File: src/rtl/bcdcnt_pkg.sv
// -----------------------------------------------------------------------------
// bcdcnt_pkg
// Shared constants, types and helpers for the cascaded BCD counter.
//   DIGIT_W     : width of one BCD digit
//   DIGIT_MAX   : largest legal BCD digit value
//   digit_t     : one BCD digit
//   clamp_digit : limits an arbitrary 4-bit value to the legal BCD range
// -----------------------------------------------------------------------------
package bcdcnt_pkg;

    localparam int DIGIT_W = 4;
    localparam logic [DIGIT_W-1:0] DIGIT_MAX = 4'd9;

    typedef logic [DIGIT_W-1:0] digit_t;

    function automatic digit_t clamp_digit(input digit_t value);
        return (value > DIGIT_MAX) ? DIGIT_MAX : value;
    endfunction

endpackage : bcdcnt_pkg

File: src/rtl/bcd_digit.sv
// -----------------------------------------------------------------------------
// bcd_digit
// Purely combinational next-value and carry/borrow logic for one BCD digit.
// Ports:
//   up         : direction, 1 = increment, 0 = decrement
//   advance    : this digit steps this cycle (all lower digits are at their
//                terminal value, or this is digit 0 of an enabled count)
//   value      : current digit value (may be out of range, >9)
//   next_value : digit value after the step (equals value when not advancing)
//   propagate  : this digit rolled over, so the next digit up must step too
// -----------------------------------------------------------------------------
module bcd_digit
    import bcdcnt_pkg::*;
(
    input  logic   up,
    input  logic   advance,
    input  digit_t value,
    output digit_t next_value,
    output logic   propagate
);

    // NOTE: every output of a combinational block gets a default first so
    // that no path through the ifs leaves it unassigned (which would infer a
    // latch).
    always_comb begin
        next_value = value;
        propagate  = 1'b0;
        if (advance) begin
            if (up) begin
                // Out-of-range digits (>9) count up to 0 with a carry, like 9.
                if (value >= DIGIT_MAX) begin
                    next_value = '0;
                    propagate  = 1'b1;
                end else begin
                    next_value = value + 4'd1;
                end
            end else begin
                // Only a true 0 borrows; out-of-range digits just step down.
                if (value == '0) begin
                    next_value = DIGIT_MAX;
                    propagate  = 1'b1;
                end else begin
                    next_value = value - 4'd1;
                end
            end
        end
    end

endmodule : bcd_digit

File: src/rtl/bcd_multi_counter.sv
// -----------------------------------------------------------------------------
// bcd_multi_counter
// Up/down cascaded BCD counter with parallel load, wrap or saturate at the
// count limits, and a one-cycle carry/borrow-out pulse. The whole carry chain
// settles combinationally, so every count step takes exactly one clock.
//
// Parameters:
//   DIGITS : number of cascaded BCD digits (1..8)
//   WRAP   : 1 = modulo 10^DIGITS wrap, 0 = saturate at all-9s / all-0s
// Ports:
//   CLK      : clock, all state changes on the rising edge
//   RST      : synchronous active-high reset (Q, CO, LOAD_ERR cleared)
//   ENABLE   : count enable
//   LOAD     : parallel load request (takes priority over ENABLE)
//   UP       : direction for this cycle, 1 = up, 0 = down
//   D        : load value, digit 0 in D[3:0]
//   Q        : registered count, digit 0 in Q[3:0]
//   CO       : registered carry/borrow-out pulse (wrap or limit attempt)
//   ZERO     : combinational flag, Q is all zero
//   LOAD_ERR : registered flag, previous cycle loaded an out-of-range digit
//
// Configuration macro: BCDCNT_LOADCHK_EN
//   defined   : D digits above 9 are clamped to 9 on load and LOAD_ERR pulses
//   undefined : D is loaded unmodified and LOAD_ERR is tied low
// -----------------------------------------------------------------------------
module bcd_multi_counter
    import bcdcnt_pkg::*;
#(
    parameter int DIGITS = 4,
    parameter int WRAP   = 1
) (
    input  logic                        CLK,
    input  logic                        RST,
    input  logic                        ENABLE,
    input  logic                        LOAD,
    input  logic                        UP,
    input  logic [DIGIT_W*DIGITS-1:0]   D,
    output logic [DIGIT_W*DIGITS-1:0]   Q,
    output logic                        CO,
    output logic                        ZERO,
    output logic                        LOAD_ERR
);

    localparam int W = DIGIT_W * DIGITS;

    // chain[k] high means digit k steps this cycle; chain[DIGITS] high means
    // the whole counter rolled over (wrap or limit attempt).
    logic [DIGITS:0] chain;
    logic [W-1:0]    q_next;
    logic [W-1:0]    load_value;
    logic [W-1:0]    limit;

    assign chain[0] = 1'b1;

    for (genvar k = 0; k < DIGITS; k++) begin : g_digit
        bcd_digit u_digit (
            .up         (UP),
            .advance    (chain[k]),
            .value      (Q[k*DIGIT_W +: DIGIT_W]),
            .next_value (q_next[k*DIGIT_W +: DIGIT_W]),
            .propagate  (chain[k+1])
        );
    end

    // Saturation target: the limit the count just tried to pass.
    always_comb begin
        limit = '0;
        if (UP) begin
            limit = {DIGITS{DIGIT_MAX}};
        end
    end

`ifdef BCDCNT_LOADCHK_EN
    logic load_bad;

    always_comb begin
        load_value = '0;
        load_bad   = 1'b0;
        for (int k = 0; k < DIGITS; k++) begin
            load_value[k*DIGIT_W +: DIGIT_W] = clamp_digit(D[k*DIGIT_W +: DIGIT_W]);
            if (D[k*DIGIT_W +: DIGIT_W] > DIGIT_MAX) begin
                load_bad = 1'b1;
            end
        end
    end

    always_ff @(posedge CLK) begin
        if (RST) begin
            LOAD_ERR <= 1'b0;
        end else begin
            LOAD_ERR <= LOAD && load_bad;
        end
    end
`else
    assign load_value = D;
    assign LOAD_ERR   = 1'b0;
`endif

    // NOTE: state registers use non-blocking assignments so every flop
    // samples the pre-edge values, independent of statement order.
    always_ff @(posedge CLK) begin
        if (RST) begin
            Q  <= '0;
            CO <= 1'b0;
        end else if (LOAD) begin
            Q  <= load_value;
            CO <= 1'b0;
        end else if (ENABLE) begin
            CO <= chain[DIGITS];
            if (chain[DIGITS] && (WRAP == 0)) begin
                Q <= limit;
            end else begin
                Q <= q_next;
            end
        end else begin
            CO <= 1'b0;
        end
    end

    assign ZERO = (Q == '0);

endmodule : bcd_multi_counter

File: config.mk
export PLATFORM = sky130hd
export DESIGN_NAME = bcd_multi_counter
export DESIGN_NICKNAME = d
export VERILOG_FILES = /design/src/rtl/bcdcnt_pkg.sv /design/src/rtl/bcd_digit.sv /design/src/rtl/bcd_multi_counter.sv
export SDC_FILE = /design/constraint.sdc
export NUM_CORES = 1
export LEC_CHECK = 0
export CAP_MARGIN = 20
export CORE_AREA = 3 3 69 71
export DETAILED_ROUTE_END_ITERATION = 16
export DIE_AREA = 0 0 72 74
export PLACE_DENSITY = 0.62
export SLEW_MARGIN = 20
export SYNTH_ARGS = -nofsm -noshare
export SYNTH_HDL_FRONTEND = slang
export SYNTH_SLANG_ARGS = --single-unit
File: constraint.sdc
create_clock -name CLK -period 2.9 [get_ports CLK]
set_input_delay 0.435 -clock CLK [delete_from_list [all_inputs] [get_ports CLK]]
set_output_delay 0.435 -clock CLK [all_outputs]
set_load 0.005 [all_outputs]
# Yosys cells after proc, flatten, opt, wreduce, memory -nomap -nowiden
# Cells that the tools add are included.
[word_totals] wordCells=63 romBits=0 out_inout_bits=19 n_memories=0 latchBits=0 ff_bits=17 input_bits=21 ramBits=0
[op_classes] n_reduce_logical=13 n_lt_le_gt_ge=4 bitwise_logic=2 shifts=0 eq_ne=0 muxes=31 div=0 n_mul=0 n_addsub=8
[ops] op="4-bit 2-to-1 mux" count=15
[ops] op="16-bit 2-to-1 mux" count=2
[ops] op="4-bit by 1-bit adder with 4-bit output, second input constant" count=4
[ops] op="4-bit greater-or-equal comparator, second input constant" count=4
[ops] op="16-bit zero test" count=1
[ops] op="4-bit zero test" count=4
[ops] op="4-bit by 1-bit subtractor with 4-bit output, second input constant" count=4
[ops] op="1-bit 2-to-1 mux" count=14
[ops] op="2-bit nonzero test" count=4
[ops] op="2-bit AND reduction" count=3
[ops] op="4-bit OR reduction" count=1
[ops] op="1-bit NOT" count=2

# Longest topological paths before layout
[depth] ltp_word=8 mapped_depth=8 depth_no_buf=7

# Hierarchy
# A second synthesis with hierarchy kept.
[hier_totals] cells_unflattened=233 hier_area_um2=2000.7
[by_module_without_submodules] mod="bcd_digit" n_inst=4 seq_area_each_um2=0.0 cells_per_inst=38 area_per_inst_um2=290.3
[by_module_without_submodules] mod="bcd_multi_counter" n_inst=1 seq_area_each_um2=340.3 cells_per_inst=81 area_per_inst_um2=839.6

# Worst setup path after synthesis
# No wires, ideal clock.
[synth_timing] path_kind="register to register" start="reg Q[4]" end="reg Q[14]" synth_period_minus_slack_ps=2093 arrival_time_ps=2005 path_stages_with_launch=9 setup_slack_ps=807 n_path_buf=1 t_required_ps=2813 setup_time_ps=87 cell_sequence="dfxtp_1 -> inv_1 -> ha_1 -> or3b_1 -> o2bb2ai_1 -> or3b_1 -> buf_4 -> mux2i_1 -> o31ai_1"
[synth_between] elab_chain_len=7 word_cells_on_any_way=9 classes_between="order compare (1); mux (5); reduce/logical (3)"
[synth_lines] element="from (decl)" line="bcd_multi_counter.sv:38" source="output logic [DIGIT_W*DIGITS-1:0] Q,"
[synth_lines] element="from (signal assigned)" line="bcd_multi_counter.sv:106" source="Q <= load_value;"
[synth_lines] element="from (signal assigned)" line="bcd_multi_counter.sv:111" source="Q <= limit;"
[synth_lines] element="from (signal assigned)" line="bcd_multi_counter.sv:113" source="Q <= q_next;"
[synth_lines] element="4-bit greater-or-equal comparator or 4-bit zero test (tied branches)" line="bcd_digit.sv:31, bcd_digit.sv:39"
[synth_lines] element="1-bit 2-to-1 mux, on equally long branches" line="bcd_digit.sv:31, bcd_digit.sv:39"
[synth_lines] element="1-bit 2-to-1 mux (*)" line="bcd_digit.sv:29" source="if (up) begin"
[synth_lines] element="1-bit 2-to-1 mux (*) (2 in a row)" line="bcd_digit.sv:28" source="if (advance) begin"
[synth_lines] element="2-bit nonzero test (no line) (*)"
[synth_lines] element="2-bit AND reduction (no line) (*)"
# Every way passes the cells marked *; elsewhere a longest branch is shown, timed or not.
# A chain may end at the register's enable or synchronous reset.

# Worst setup path in the final report
[layout_timing] start="reg Q[12]" end="out ZERO"
[layout_between] elab_chain_len=1
[layout_lines] element="16-bit zero test" line="bcd_multi_counter.sv:120" source="assign ZERO = (Q == '0);"
[layout_lines] element="to (decl)" line="bcd_multi_counter.sv:40" source="output logic ZERO,"
# No other way between the ends.

==> results by group <==
Yosys
  • Post-Syn Nets: 243
  • Number of flops mapped to enable cells by yosys: 0
  • Yosys cell types: 63
  • Post-synthesis average cell area: 7.968 µm²
  • Synth Flop Type: dfxtp_1
  • Synth Cell Area: 1665 µm²
  • Sequential fraction of the synthesis area: 20.44%
  • Yosys warnings: 0
  • Gate count after technology mapping: 209
  • Asr flop ratio synth: 0%
  • Yosys reg bits: 17

Cells and area
  • Number of diodes: 0
  • Fillcell total: 427
  • Final nets: 279
  • Finished layout cell area: 2162 µm²
  • Layout area overhead: 29.83%
  • Share of cells above drive strength 1: 11.07%

Clocking
  • CTS Root Cell: clkbuf_8
  • Worst-Skew Late Latency: 0.26 ns
  • H-tree lvl count: 1
  • Max clock buf depth: 2
  • CTS tree: done
  • Clock buffer count from CTS: 3
  • Clock sink total: 17
  • Clock Pin Slew Worst Setup and Hold Paths: 0.07 ns
  • Setup Fix Bufs, Post-CTS: 0

Setup path
  • CP Class: flop to primary output
  • Required @ worst endpoint: 2.47 ns
  • Reg2reg path depth: 7
  • Crit-path max FO: 9
  • Worst EP arrival: 2.26 ns
  • Crit end category: primary output
  • Startpoint types: flop

Route
  • 1st-pass router iterations: 4
  • Drt total wl: 4605 µm
  • Post-route DRC: 0
  • Antenna Nets Post-Route: 0
  • Wire per inst: 15.56 µm
  • Vias per Instance: 5.774
  • Total number of vias: 1709
  • 1st-iter DRT viols: 178

Floorplanning
  • Placement Rows: 24
  • CORE AREA: 4294 µm²
  • Die Span X: 72 µm
  • Die Height: 74 µm
  • Die area: 5328 µm²
  • Starting density of the core: 38.78%
  • Ports: 40

Global route
  • Largest net degree at the start of global routing: 16
  • Initial antenna violation count: 0
  • Grt total ovfl: 0
  • Total track usage: 18.13%
  • First-pass GRT wire length: 7686 µm
  • Number of global-route vias before repair: 1519

STA
  • Setup violators final: 0
  • Max-Slew Margin vs Limit: 64.52%
  • Minimum clock period: 2.699 ns
  • Slew Limit Fails: 0
  • Setup TNS: 0 ns
  • Unrepaired setup endpoints after global routing: false
  • Clock skew: 0.002125 ns
  • Hold WS: 0.6104 ns
  • Tcrit/Tclk final: 93.08%
  • Fin. Hold Viols: 0
  • Max Clk Rate: 370.5 MHz
  • Worst Tran Pin Value: 0.5265 ns

Power
  • Pwr Density: 349.1 nW/µm²
  • Leakage: 0.8216 nW
  • Maximum VDD drop: 128.1 µV
  • Power Total: 0.7548 mW

Placement
  • Placed cell area: 2101 µm²
  • DPL Wire Length: 3352 µm
  • I/O Buffers: 38
  • Placer Congestion: 0.8084

Status
  • Status: finished, final reports clean

Hold path
  • Hold Path Depth: 1
  • Hold WC Path Type: flop to flop

Run
  • Max-cap violation count: 0
-- flip-flops by register name (all words and copies together) (netlist names) --
register,flops
Q,16
CO,1
-- repair_timing --
action                     CTS  global route
setup endpoints to repair    0             1
hold buffers                 0             0
resized for setup            0             4
-- cells in the final DEF, fill, tap and decap left out, types with 6 or more instances in the layout --
cell type         n
a21oi_1          17
buf_4             8
clkdlybuf4s50_1  38
dfxtp_1          17
ha_1             12
inv_1            13
nand2_1          16
nor2_1           13
nor3_1            7
o21ai_0           6
-- metrics by stage --
stage	utilization, %	cells	worst slack [ns]
floorplan	-	209	0.8074
global placement	48.92	292	0.3582
detailed placement	48.92	292	0.3073
CTS	49.97	296	0.07506
global route	50.35	296	0.02652
finish	50.35	296	0.2008
-- worst max-delay path, stage by stage, from the launching register on --
cell and delay [ns]:
dfxtp_1 0.39, inv_1 0.11, ha_1 0.18, or3b_2 0.54, nor4_2 0.25, clkdlybuf4s50_1 0.54
-- area by class of cell --
cell class | instances | area, µm² | share of cell area [%]
flip-flops and latches | 17 | 340.3 | 15.74
clock buffers | 4 | 45.04 | 2.083
repair buffers | 46 | 440.4 | 20.37
well taps | 52 | 65.06 | 3.009
multi-input cells | 163 | 1219 | 56.37
inverters | 14 | 52.55 | 2.431
-- report_power, final --
group | switching [mW] | total, mW | internal (mW) | leakage [nW]
registers | 0.0345 | 0.284 | 0.249 | 0.140
clock network | 0.0924 | 0.190 | 0.0977 | 0.0228
logic | 0.133 | 0.281 | 0.148 | 0.658
total | 0.260 | 0.755 | 0.495 | 0.822
-- synthesized netlist by cell type, types with 3 or more instances --
library cell  number  area share [%]
nor2b_1            3             1.1
a21oi_1           17             5.1
o21ai_0            6             1.8
dfxtp_1           17              20
a31oi_1            3             1.1
o2bb2ai_1          3             1.6
o31ai_1            4             1.8
a211o_1            4             2.1
inv_1             13             2.9
ha_1              13             9.8
clkbuf_1           8             1.8
nand3_1            4             1.2
o21ai_1            4             1.2
o221ai_1           3             1.6
a211oi_1           3             1.4
or3b_1             4             2.1
nand2b_1           5             1.9
nor2_1            13             2.9
nor3_1             7             2.1
o22ai_1            3             1.1
mux2i_1            3             1.8
buf_2              5             1.5
nand2_1           16             3.6
nand4b_1           4             2.1
-- kinds of logic (layout without fill, tap and decap cells) --
kind of cell | count (synthesis) | count (layout) | share of synthesized area (%)
compound gates | 74 | 74 | 33.96
xor+xnor | 1 | 1 | 0.5260
fa+ha+maj | 13 | 13 | 9.767
buf+inv | 29 | 64 | 7.362
flops | 17 | 17 | 20.44
mux | 5 | 5 | 3.832
other cells | 1 | 1 | 0.2252
simple gates | 69 | 69 | 23.89
-- final timing paths --
kind | start | slack [ns] | endpoint
setup / recovery | Q[12]$_SDFFE_PP0P_ | 0.20 | ZERO
hold / removal | Q[10]$_SDFFE_PP0P_ | 0.61 | Q[10]$_SDFFE_PP0P_
setup reg to reg | Q[1]$_SDFFE_PP0P_ | 0.54 | Q[14]$_SDFFE_PP0P_
hold reg to reg | Q[10]$_SDFFE_PP0P_ | 0.61 | Q[10]$_SDFFE_PP0P_
-- per-layer routing --
| metal | part of all wire, % | up-vias | routed length, µm | track usage, % |
|---|---|---|---|---|
| met1 | 49 | 810 | 2279 | 26.85 |
| met5 | 0 | - | 0 | 0 |
| li1 | - | 851 | - | - |
| met3 | 4.1 | 4 | 187 | 2.027 |
| met4 | 1.2 | 0 | 53 | 6.263 |
| met2 | 45 | 44 | 2085 | 27.24 |
(Power assumes the default switching activity.)
